## src/rtl/tx_sample_scheduler.sv

```systemverilog
// TX sample scheduler: holds each burst until its send_time, plays 32-bit halves on DAC strobes, reports ACK/late/underrun/sequence errors.
// Optional first-word sequence check is compiled in with `define TX_SCHED_SEQ_CHECK_EN.
module tx_sample_scheduler #(
    parameter bit ERR_ON_LATE = 1'b1
) (
    input  logic         clk,
    input  logic         reset_n,
    input  logic         clear,
    input  logic [63:0]  vita_time,
    input  logic         strobe,
    input  logic [175:0] sample_tdata,
    input  logic         sample_tvalid,
    output logic         sample_tready,
    output logic [31:0]  tx_sample,
    output logic         run,
    output logic [63:0]  err_tdata,
    output logic         err_tvalid,
    input  logic         err_tready,
    output logic [15:0]  err_drops,
    output logic [1:0]   state_dbg
);
    // Handshakes: a word or error moves on a rising clk edge where valid and
    // ready are both high; valid never waits for ready, and sample_tready is
    // asserted only in the cycle the head word is retired.

    typedef enum logic [1:0] {IDLE = 2'd0, WAIT = 2'd1, RUN = 2'd2, DUMP = 2'd3} state_t;

    localparam logic [7:0] CODE_ACK      = 8'h01;
    localparam logic [7:0] CODE_UNDERRUN = 8'h02;
    localparam logic [7:0] CODE_SEQ_ERR  = 8'h04;
    localparam logic [7:0] CODE_LATE     = 8'h08;
    localparam logic       HI            = 1'b0;
    localparam logic       LO            = 1'b1;

    logic        w_odd, w_send_at, w_eob, w_last;
    logic [11:0] w_seqnum;
    logic [31:0] w_sid;
    logic [63:0] w_send_time, w_data;

    assign w_odd       = sample_tdata[175];
    assign w_send_at   = sample_tdata[174];
    assign w_eob       = sample_tdata[173];
    assign w_last      = sample_tdata[172];
    assign w_seqnum    = sample_tdata[171:160];
    assign w_sid       = sample_tdata[159:128];
    assign w_send_time = sample_tdata[127:64];
    assign w_data      = sample_tdata[63:0];

    state_t      state, state_n;
    logic        half, half_n;
    logic        first, first_n;
    logic [11:0] seq_q;
    logic [31:0] sid_q;
    logic        first_tick;
    logic        seq_err;
    logic        play, blank;
    logic        post;
    logic [7:0]  post_code;
    logic [11:0] post_seq;
    logic [31:0] post_sid;

    assign state_dbg  = state;
    assign first_tick = first && sample_tvalid && (state != WAIT);

`ifdef TX_SCHED_SEQ_CHECK_EN
    logic [11:0] exp_seq;

    // Dumped packets still advance the expectation so a later burst is not flagged.
    assign seq_err = first_tick && (state != DUMP) && (w_seqnum != exp_seq);

    always_ff @(posedge clk or negedge reset_n) begin
        if (!reset_n) begin
            exp_seq <= '0;
        end else if (clear) begin
            exp_seq <= '0;
        end else if (first_tick) begin
            exp_seq <= w_seqnum + 12'd1;
        end
    end
`else
    assign seq_err = 1'b0;
`endif

    always_comb begin
        state_n       = state;
        half_n        = half;
        first_n       = first;
        sample_tready = 1'b0;
        play          = 1'b0;
        blank         = 1'b0;
        post          = 1'b0;
        post_code     = CODE_ACK;
        post_seq      = seq_q;
        post_sid      = sid_q;

        if (first_tick) first_n = 1'b0;

        case (state)
            IDLE: begin
                blank = strobe;
                if (first_tick) begin
                    if (seq_err) begin
                        post      = 1'b1;
                        post_code = CODE_SEQ_ERR;
                        post_seq  = w_seqnum;
                        post_sid  = w_sid;
                        state_n   = DUMP;
                    end else if (w_send_at) begin
                        state_n = WAIT;
                    end else begin
                        state_n = RUN;
                    end
                end
            end
            WAIT: begin
                if (strobe) begin
                    if (sample_tvalid && (vita_time == w_send_time)) begin
                        play = 1'b1;
                    end else if (sample_tvalid && (vita_time > w_send_time)) begin
                        if (ERR_ON_LATE) begin
                            post      = 1'b1;
                            post_code = CODE_LATE;
                            state_n   = DUMP;
                            blank     = 1'b1;
                        end else begin
                            play = 1'b1;
                        end
                    end else begin
                        blank = 1'b1;
                    end
                end
            end
            RUN: begin
                if (seq_err) begin
                    post      = 1'b1;
                    post_code = CODE_SEQ_ERR;
                    post_seq  = w_seqnum;
                    post_sid  = w_sid;
                    state_n   = DUMP;
                    blank     = strobe;
                end else if (strobe) begin
                    if (!sample_tvalid) begin
                        post      = 1'b1;
                        post_code = CODE_UNDERRUN;
                        state_n   = DUMP;
                        half_n    = HI;
                        blank     = 1'b1;
                    end else begin
                        play = 1'b1;
                    end
                end
            end
            DUMP: begin
                blank         = strobe;
                sample_tready = sample_tvalid;
                if (sample_tvalid && w_last) first_n = 1'b1;
                if (sample_tvalid && w_last && w_eob) state_n = IDLE;
            end
            default: state_n = IDLE;
        endcase

        // A single-sample final word (last & odd) retires after its HI half.
        if (play) begin
            if ((half == LO) || (w_last && w_odd)) begin
                sample_tready = 1'b1;
                half_n        = HI;
                if (w_last) first_n = 1'b1;
                if (w_last && w_eob) begin
                    post      = 1'b1;
                    post_code = CODE_ACK;
                    state_n   = IDLE;
                end else begin
                    state_n = RUN;
                end
            end else begin
                half_n  = LO;
                state_n = RUN;
            end
        end
    end

    always_ff @(posedge clk or negedge reset_n) begin
        if (!reset_n) begin
            state     <= IDLE;
            half      <= HI;
            first     <= 1'b1;
            seq_q     <= '0;
            sid_q     <= '0;
            tx_sample <= '0;
            run       <= 1'b0;
        end else if (clear) begin
            state     <= IDLE;
            half      <= HI;
            first     <= 1'b1;
            seq_q     <= '0;
            sid_q     <= '0;
            tx_sample <= '0;
            run       <= 1'b0;
        end else begin
            state <= state_n;
            half  <= half_n;
            first <= first_n;
            if (first_tick) begin
                seq_q <= w_seqnum;
                sid_q <= w_sid;
            end
            if (play) begin
                tx_sample <= (half == LO) ? w_data[31:0] : w_data[63:32];
                run       <= 1'b1;
            end else if (blank) begin
                tx_sample <= '0;
                run       <= 1'b0;
            end
        end
    end

    // Single-entry error holding register; a same-cycle accept frees it for the new word.
    always_ff @(posedge clk or negedge reset_n) begin
        if (!reset_n) begin
            err_tvalid <= 1'b0;
            err_tdata  <= '0;
            err_drops  <= '0;
        end else if (clear) begin
            err_tvalid <= 1'b0;
            err_tdata  <= '0;
            err_drops  <= '0;
        end else if (post) begin
            if (!err_tvalid || err_tready) begin
                err_tvalid <= 1'b1;
                err_tdata  <= {post_code, 12'd0, post_seq, post_sid};
            end else if (err_drops != 16'hFFFF) begin
                err_drops <= err_drops + 16'd1;
            end
        end else if (err_tready) begin
            err_tvalid <= 1'b0;
        end
    end

endmodule
```

## config.mk

```make
export PLATFORM = sky130hd
export DESIGN_NAME = tx_sample_scheduler
export DESIGN_NICKNAME = d
export VERILOG_FILES = /design/src/rtl/tx_sample_scheduler.sv
export SDC_FILE = /design/constraint.sdc
export NUM_CORES = 1
export LEC_CHECK = 0
export CAP_MARGIN = 20
export CELL_PAD_IN_SITES_DETAIL_PLACEMENT = 1
export CELL_PAD_IN_SITES_GLOBAL_PLACEMENT = 2
export CORE_UTILIZATION = 26
export DETAILED_ROUTE_END_ITERATION = 7
export GPL_TIMING_DRIVEN = 0
export PLACE_DENSITY_LB_ADDON = 0.1
export SYNTH_ARGS = -nofsm -noshare
export SYNTH_HDL_FRONTEND = slang
export SYNTH_SLANG_ARGS = --single-unit
```

## constraint.sdc

```tcl
create_clock -name clk -period 6.9 [get_ports clk]
set_clock_uncertainty 0.15 [all_clocks]
set_input_delay 0.69 -clock clk [delete_from_list [all_inputs] [get_ports clk]]
set_output_delay 0.69 -clock clk [all_outputs]
set_load 0.05 [all_outputs]
```

==> impl_metrics.toml, run 1 <==
[power]
peakVddDrop_mv = 0.159
total_power_uw = 2540
p_per_area_nw_per_um2 = 196
p_leak_uw = 0.00598

[run_status]
status = "finished clean"

[floorplan]
io_pins = 363
fp.dieW_microns = 180
core_area_sq_um = 30900
die-area_sq_um = 32500
row_count = 64
initial_core_util_pct = 26.8
dieHeight_microns = 180

[final_layout]
nNetsFinal = 1594
drive_gt1_share_pct = 5.66
stdcell_area_sq_um = 12900
area_growth_pct = 56.2
final_cells = 1689

[critical_path]
end_kind = "output port"
start_kind = "input pin"
r2r_end = "err_drops[15]"
timing.rr.start = "state_dbg[0]"
cp.required_ps = 6060
startpoint = "sample_tdata[94]"
cp_max_fo = 5
crit_arrival_ps = 4050
r2r_slack_ps = 3970
crit_type = "in -> out"
r2r_cells = 11

[hold_path]
hold_path_class = "in -> async"

[drt]
dr_wl_met2_mm = 13.9
drtIter0Drc = 270
wl_met1_mm = 11.7
dr.pass1.iters = 4
vias = 7688
wl_met3_mm = 2.15
via_per_inst = 4.55
remaining_drc_errors = 0
highest_layer = "met4"
wl_mm = 28.1
routedWlPerCell_microns = 16.6
drtAntennaViolNets = 0

[global_routing]
grt_usage_pct = 17.6
gr-total-overflow = 0
antenna_found_initial = 3
grt_pass1_vias = 8045
grt_pass1_wl_mm = 44.4
grt_max_degree = 79

[synthesis]
yosysTopAreaCell = "dfrtp_1"
synth_ff_type = "dfrtp_1"
synthesis.area_sq_um = 8270
yosys_warnings = 0
async_reset_ff_share_pct = 100
avgSynthCellArea_sq_um = 9.23
synth-seq-area-share_pct = 43.9
synth_area_leaders = "dfrtp_1 44%, ha_1 11%, mux2i_1 9.4%, nand2_1 6.8%, a21oi_1 5.7%"
synth_seq_cells = 145
synth.distinct_cells = 51
synthCells = 896
yosys.area.top_type_share_pct = 43.6
synth-edff-count = 0

[cts]
clk_pin_slew_ps = 70
cts_resized = 0
htree_num_levels = 4
clk_latency_ps = 410
cts_hold_buf = 0
cts_root_buf = "clkbuf_16"
cts_tree = "yes"
numClockSinks = 145
cts_buffers = 17
clockBufferDepth = 2
post-cts-setup-buffers = 0

[timing]
tightest_slew_ps = 880
whs_ps = 85.8
setup_violations = 0
fmax_ghz = 0.204
fin_ws_ps = 2010
period_share_pct = 70.9
slew_headroom_pct = 41.1
min_period_ps = 4890
rsz0062_at_grt = "false"
hold_viol_final = 0
timing.final.max_slew_violations = 0

[job]
drv_cap = 0

[placed_design]
place_congestion = 0.750
placedCellCount = 1654
port_buffers = 345
dp_hpwl_mm = 22.6
place_area_sq_um = 12300
place_ws_ps = 2010
layout by cell type, fill, tap and decap left out, types with 4 or more instances in the layout:
| master | Yosys | routed |
|---|---|---|
| o21ai_0 | 55 | 55 |
| o21ai_1 | 5 | 5 |
| a21oi_1 | 94 | 94 |
| nor2_1 | 58 | 58 |
| clkdlybuf4s50_1 | 0 | 344 |
| a31oi_1 | 5 | 5 |
| buf_4 | 17 | 17 |
| ha_1 | 71 | 71 |
| nand4_1 | 18 | 18 |
| nand2_1 | 149 | 149 |
| o31ai_1 | 4 | 4 |
| nand2b_1 | 5 | 5 |
| conb_1 | 1 | 17 |
| buf_6 | 4 | 4 |
| inv_8 | 0 | 4 |
| buf_12 | 4 | 4 |
| nand3_1 | 14 | 14 |
| or2_2 | 4 | 4 |
| clkbuf_16 | 0 | 17 |
| dfrtp_1 | 144 | 144 |
| inv_1 | 76 | 76 |
| or4_1 | 4 | 4 |
| clkbuf_1 | 32 | 33 |
| clkinvlp_4 | 0 | 4 |
| mux2i_1 | 78 | 78 |
| or3_1 | 10 | 10 |
state kept, by name, summed over array words and instances, names as in the netlist:
register / count
err_tvalid: 1
run: 1
seq_q: 12
sid_q: 32
tx_sample: 32
err_tdata: 47
half: 1
err_drops: 16
state_dbg: 2
first: 1
metal layers:
metal	track usage, %	up-vias
met4	4.55	0
met1	20.9	3638
met5	0	-
met2	30.5	224
met3	5.64	15
li1	-	3811
Yosys cell counts (all sizes together), types with 2 or more instances:
| cell | n |
|---|---|
| nand2b | 5 |
| nand2 | 149 |
| a211oi | 2 |
| nor2 | 58 |
| a21oi | 96 |
| dfrtp | 144 |
| o31ai | 4 |
| mux2i | 78 |
| or4 | 4 |
| clkbuf | 32 |
| nor3 | 3 |
| or2 | 4 |
| a31oi | 5 |
| nand4 | 20 |
| and3b | 2 |
| ha | 71 |
| o21ai | 62 |
| or3 | 10 |
| a221o | 2 |
| and4 | 2 |
| nor4 | 5 |
| inv | 76 |
| buf | 25 |
| and3 | 2 |
| nand3 | 14 |
| a21o | 4 |
area by class of cell:
class / instances / area (sq um)
Buffer: 57 / 373
Clock buffer: 18 / 429
Tap cell: 396 / 495
Fill cell: 3567 / 18000
Sequential cell: 145 / 3630
Antenna cell: 3 / 7.51
Multi-Input combinational cell: 634 / 4040
Timing Repair Buffer: 346 / 3490
Inverter: 76 / 285
Clock inverter: 14 / 170
critical path, cell delays in order:
cell and delay [ps]:
clkdlybuf4s50_1 460, inv_1 40, ha_1 300, nand4_1 180, nor4_2 530, nand4_1 300
nand2_1 200, nand2_1 140, o21ai_0 300, clkdlybuf4s50_1 900
power by group:
group          switching [uW]  internal, uW  total (uW)
logic                     367           293         661
clock network             404           547         951
registers                27.9           898         926
cells by family (layout without fill, tap and decap cells):
logic type | after synthesis | after routing | synth area share, %
AND/OR/NAND/NOR | 283 | 283 | 15.5
AO/OA/AOI/OAI | 184 | 184 | 12.3
flip-flops | 145 | 145 | 43.9
buffers and inverters | 133 | 511 | 7.96
multiplexers | 78 | 78 | 9.44
adder cells (fa/ha/maj) | 71 | 71 | 10.7
other | 1 | 20 | 0.0453
XOR/XNOR | 1 | 1 | 0.106
worst max path at each step:
stage	end	slack, ps	depth (start not counted)
2_1_floorplan	sample_tready	3030	8
5_1_grt	sample_tready	1760	10
3_3_place_gp	tx_sample[18]	-1510	1
6_report	sample_tready	2010	10
3_5_place_dp	sample_tready	2010	10
4_1_cts	sample_tready	1980	10
stage by stage:
stage | util, % | setup TNS, ps
6_report | 41.8 | 0
5_1_grt | 41.8 | 0
4_1_cts | 41.8 | 0
3_5_place_dp | 39.8 | 0
3_3_place_gp | 39.7 | -215000
2_1_floorplan | - | 0
(Power assumes the default switching activity.)
==> run 2, diff against run 1 <==
--- a/config.mk
+++ b/config.mk
@@ -8,7 +8,7 @@
 export CAP_MARGIN = 20
 export CELL_PAD_IN_SITES_DETAIL_PLACEMENT = 1
 export CELL_PAD_IN_SITES_GLOBAL_PLACEMENT = 2
-export CORE_UTILIZATION = 26
+export CORE_UTILIZATION = 22
 export DETAILED_ROUTE_END_ITERATION = 7
 export GPL_TIMING_DRIVEN = 0
 export PLACE_DENSITY_LB_ADDON = 0.1
==> constraint.sdc (replaced) <==
create_clock -name clk -period 4 [get_ports clk]
set_clock_uncertainty 0.15 [all_clocks]
set_input_delay 0.4 -clock clk [delete_from_list [all_inputs] [get_ports clk]]
set_output_delay 0.4 -clock clk [all_outputs]
set_load 0.05 [all_outputs]
==> run 2 against run 1 <==
  * Die area rose by 18%
  * Critical path depth unchanged
  * Wire length is 6.4% higher
  * Clock power grew 88%
  * Combinational power grew 74%
  * Worst setup slack lost 1700 ps
==> impl_metrics.toml, run 2 (synthesized netlist as in run 1, its figures left out) <==
[run_status]
status = "finished clean"

[final_layout]
area_growth_pct = 58.2
final_common_cell = "clkdlybuf4s50_1"
reg_top3 = "err_tdata x47, sid_q x32, tx_sample x32"
n_fill_cell = 4257
final_cells = 1758
largest_reg_flops = 47
insertedDiodeCount = 0
registers.top_by_ff_count = "err_tdata"
final_cell_mix = "343 x clkdlybuf4s50_1, 149 x nand2_1, 144 x dfrtp_1, 94 x a21oi_1, 78 x mux2i_1"
drive_gt1_share_pct = 5.74
nNetsFinal = 1595
stdcell_area_sq_um = 13100

[job]
drv_cap = 0

[cts]
post-cts-setup-buffers = 0
numClockSinks = 145
htree_num_levels = 4
cts_root_buf = "clkbuf_16"
cts_tree = "yes"
clk_latency_ps = 420
clockBufferDepth = 2
cts_buffers = 17
clk_pin_slew_ps = 70

[timing]
timing.final.max_slew_violations = 0
tightest_slew_ps = 965
setup_violations = 0
whs_ps = 300
fmax_ghz = 0.273
min_period_ps = 3660
slew_headroom_pct = 35.5
hold_viol_final = 0
period_share_pct = 91.4
rsz0062_at_grt = "false"

[drt]
drtAntennaViolNets = 0
drtIter0Drc = 217
vias = 7694
routedWlPerCell_microns = 17.0
via_per_inst = 4.38
dr.pass1.iters = 4
wl_mm = 29.9
remaining_drc_errors = 0

[power]
p_per_area_nw_per_um2 = 347
p_leak_uw = 0.00604
total_power_uw = 4550
peakVddDrop_mv = 0.248

[global_routing]
gr-total-overflow = 0
grt_pass1_vias = 8341
grt_usage_pct = 15.9
grt_max_degree = 103
antenna_found_initial = 1
grt_pass1_wl_mm = 46.4

[placed_design]
dp_hpwl_mm = 23.9
placedCellCount = 1726
place_area_sq_um = 12400
place_congestion = 0.758
port_buffers = 345

[critical_path]
start_kind = "input pin"
crit_arrival_ps = 3110
timing.rr.start = "state_dbg[0]"
cp.required_ps = 3450
cp_max_fo = 5
r2r_cells = 11
crit_type = "in -> out"
r2r_slack_ps = 1030
r2r_end = "err_drops[15]"
end_kind = "output port"

[floorplan]
core_area_sq_um = 36800
dieHeight_microns = 196
initial_core_util_pct = 22.5
io_pins = 363
fp.dieW_microns = 196
row_count = 70
die-area_sq_um = 38400

[hold_path]
hold_path_class = "in -> async"
-- run 2: cell count changes in the layout (fill, tap and decap cells not counted), sizes merged --
cell	change
bufinv	+3
clkbuf	+1
clkdlybuf4s15	+1
clkdlybuf4s50	-1
clkinv	+2
clkinvlp	-2
diode	-3
dlygate4sd3	+1
inv	-5
-- run 2: worst max path at each step --
stage | startpoint | slack [ps] | depth (start not counted) | to
2_1_floorplan | sample_tdata[94] | 710 | 8 | sample_tready
3_3_place_gp | reset_n | -4290 | 1 | tx_sample[16]
3_5_place_dp | sample_tdata[93] | -340 | 10 | sample_tready
4_1_cts | sample_tdata[93] | 100 | 10 | sample_tready
5_1_grt | sample_tdata[93] | 5 | 10 | sample_tready
6_report | sample_tdata[93] | 340 | 10 | sample_tready
-- run 2: critical path, cell delays in order --
cell             delay, ps
clkdlybuf4s50_1        460
inv_1                   40
ha_1                   300
nand4_1                240
nor4_4                 440
nand4_1                240
nand2_1                170
nand2_1                140
o21ai_0                240
clkdlybuf4s15_2        430
-- run 2: timing repair --
item | in CTS | in global routing
pin swaps | 0 | 0
hold endpoints to repair | 42 | 0
setup endpoints to repair | 1 | 1
hold buffers | 1 | 0
gates resized for setup | 4 | 3
-- run 2: metal layers --
metal	GRT usage [%]	vias to the layer above	part of all wire [%]
li1	-	3806	-
met1	19.0	3656	43
met2	27.6	206	49
met3	4.74	24	6.6
met4	4.37	2	1.4
met5	0	-	0.030
-- run 2: power breakdown --
part,switching [uW],internal [uW]
sequential,49.7,1550
combinational,646,507
clock,667,1130
total,1360,3180
-- run 2: stage by stage --
step                      worst slack (ps)  util (%)  TNS (ps)
after CTS                              102      35.5         0
after floorplan                        712         -         0
after global routing                  5.17      35.6         0
final                                  342      35.6         0
after detailed placement              -345      33.7      -345
after global placement               -4290      33.6   -616400
-- run 2: layout make-up --
class / count / area, sq um / area share (%)
buffer: 57 / 373 / 2.85
clock buffer: 19 / 443 / 3.38
clock inverter: 12 / 205 / 1.57
inverter: 76 / 285 / 2.18
multi-input combinational: 634 / 4070 / 31.1
sequential: 145 / 3630 / 27.7
tap: 468 / 586 / 4.47
timing repair buffer: 347 / 3500 / 26.7
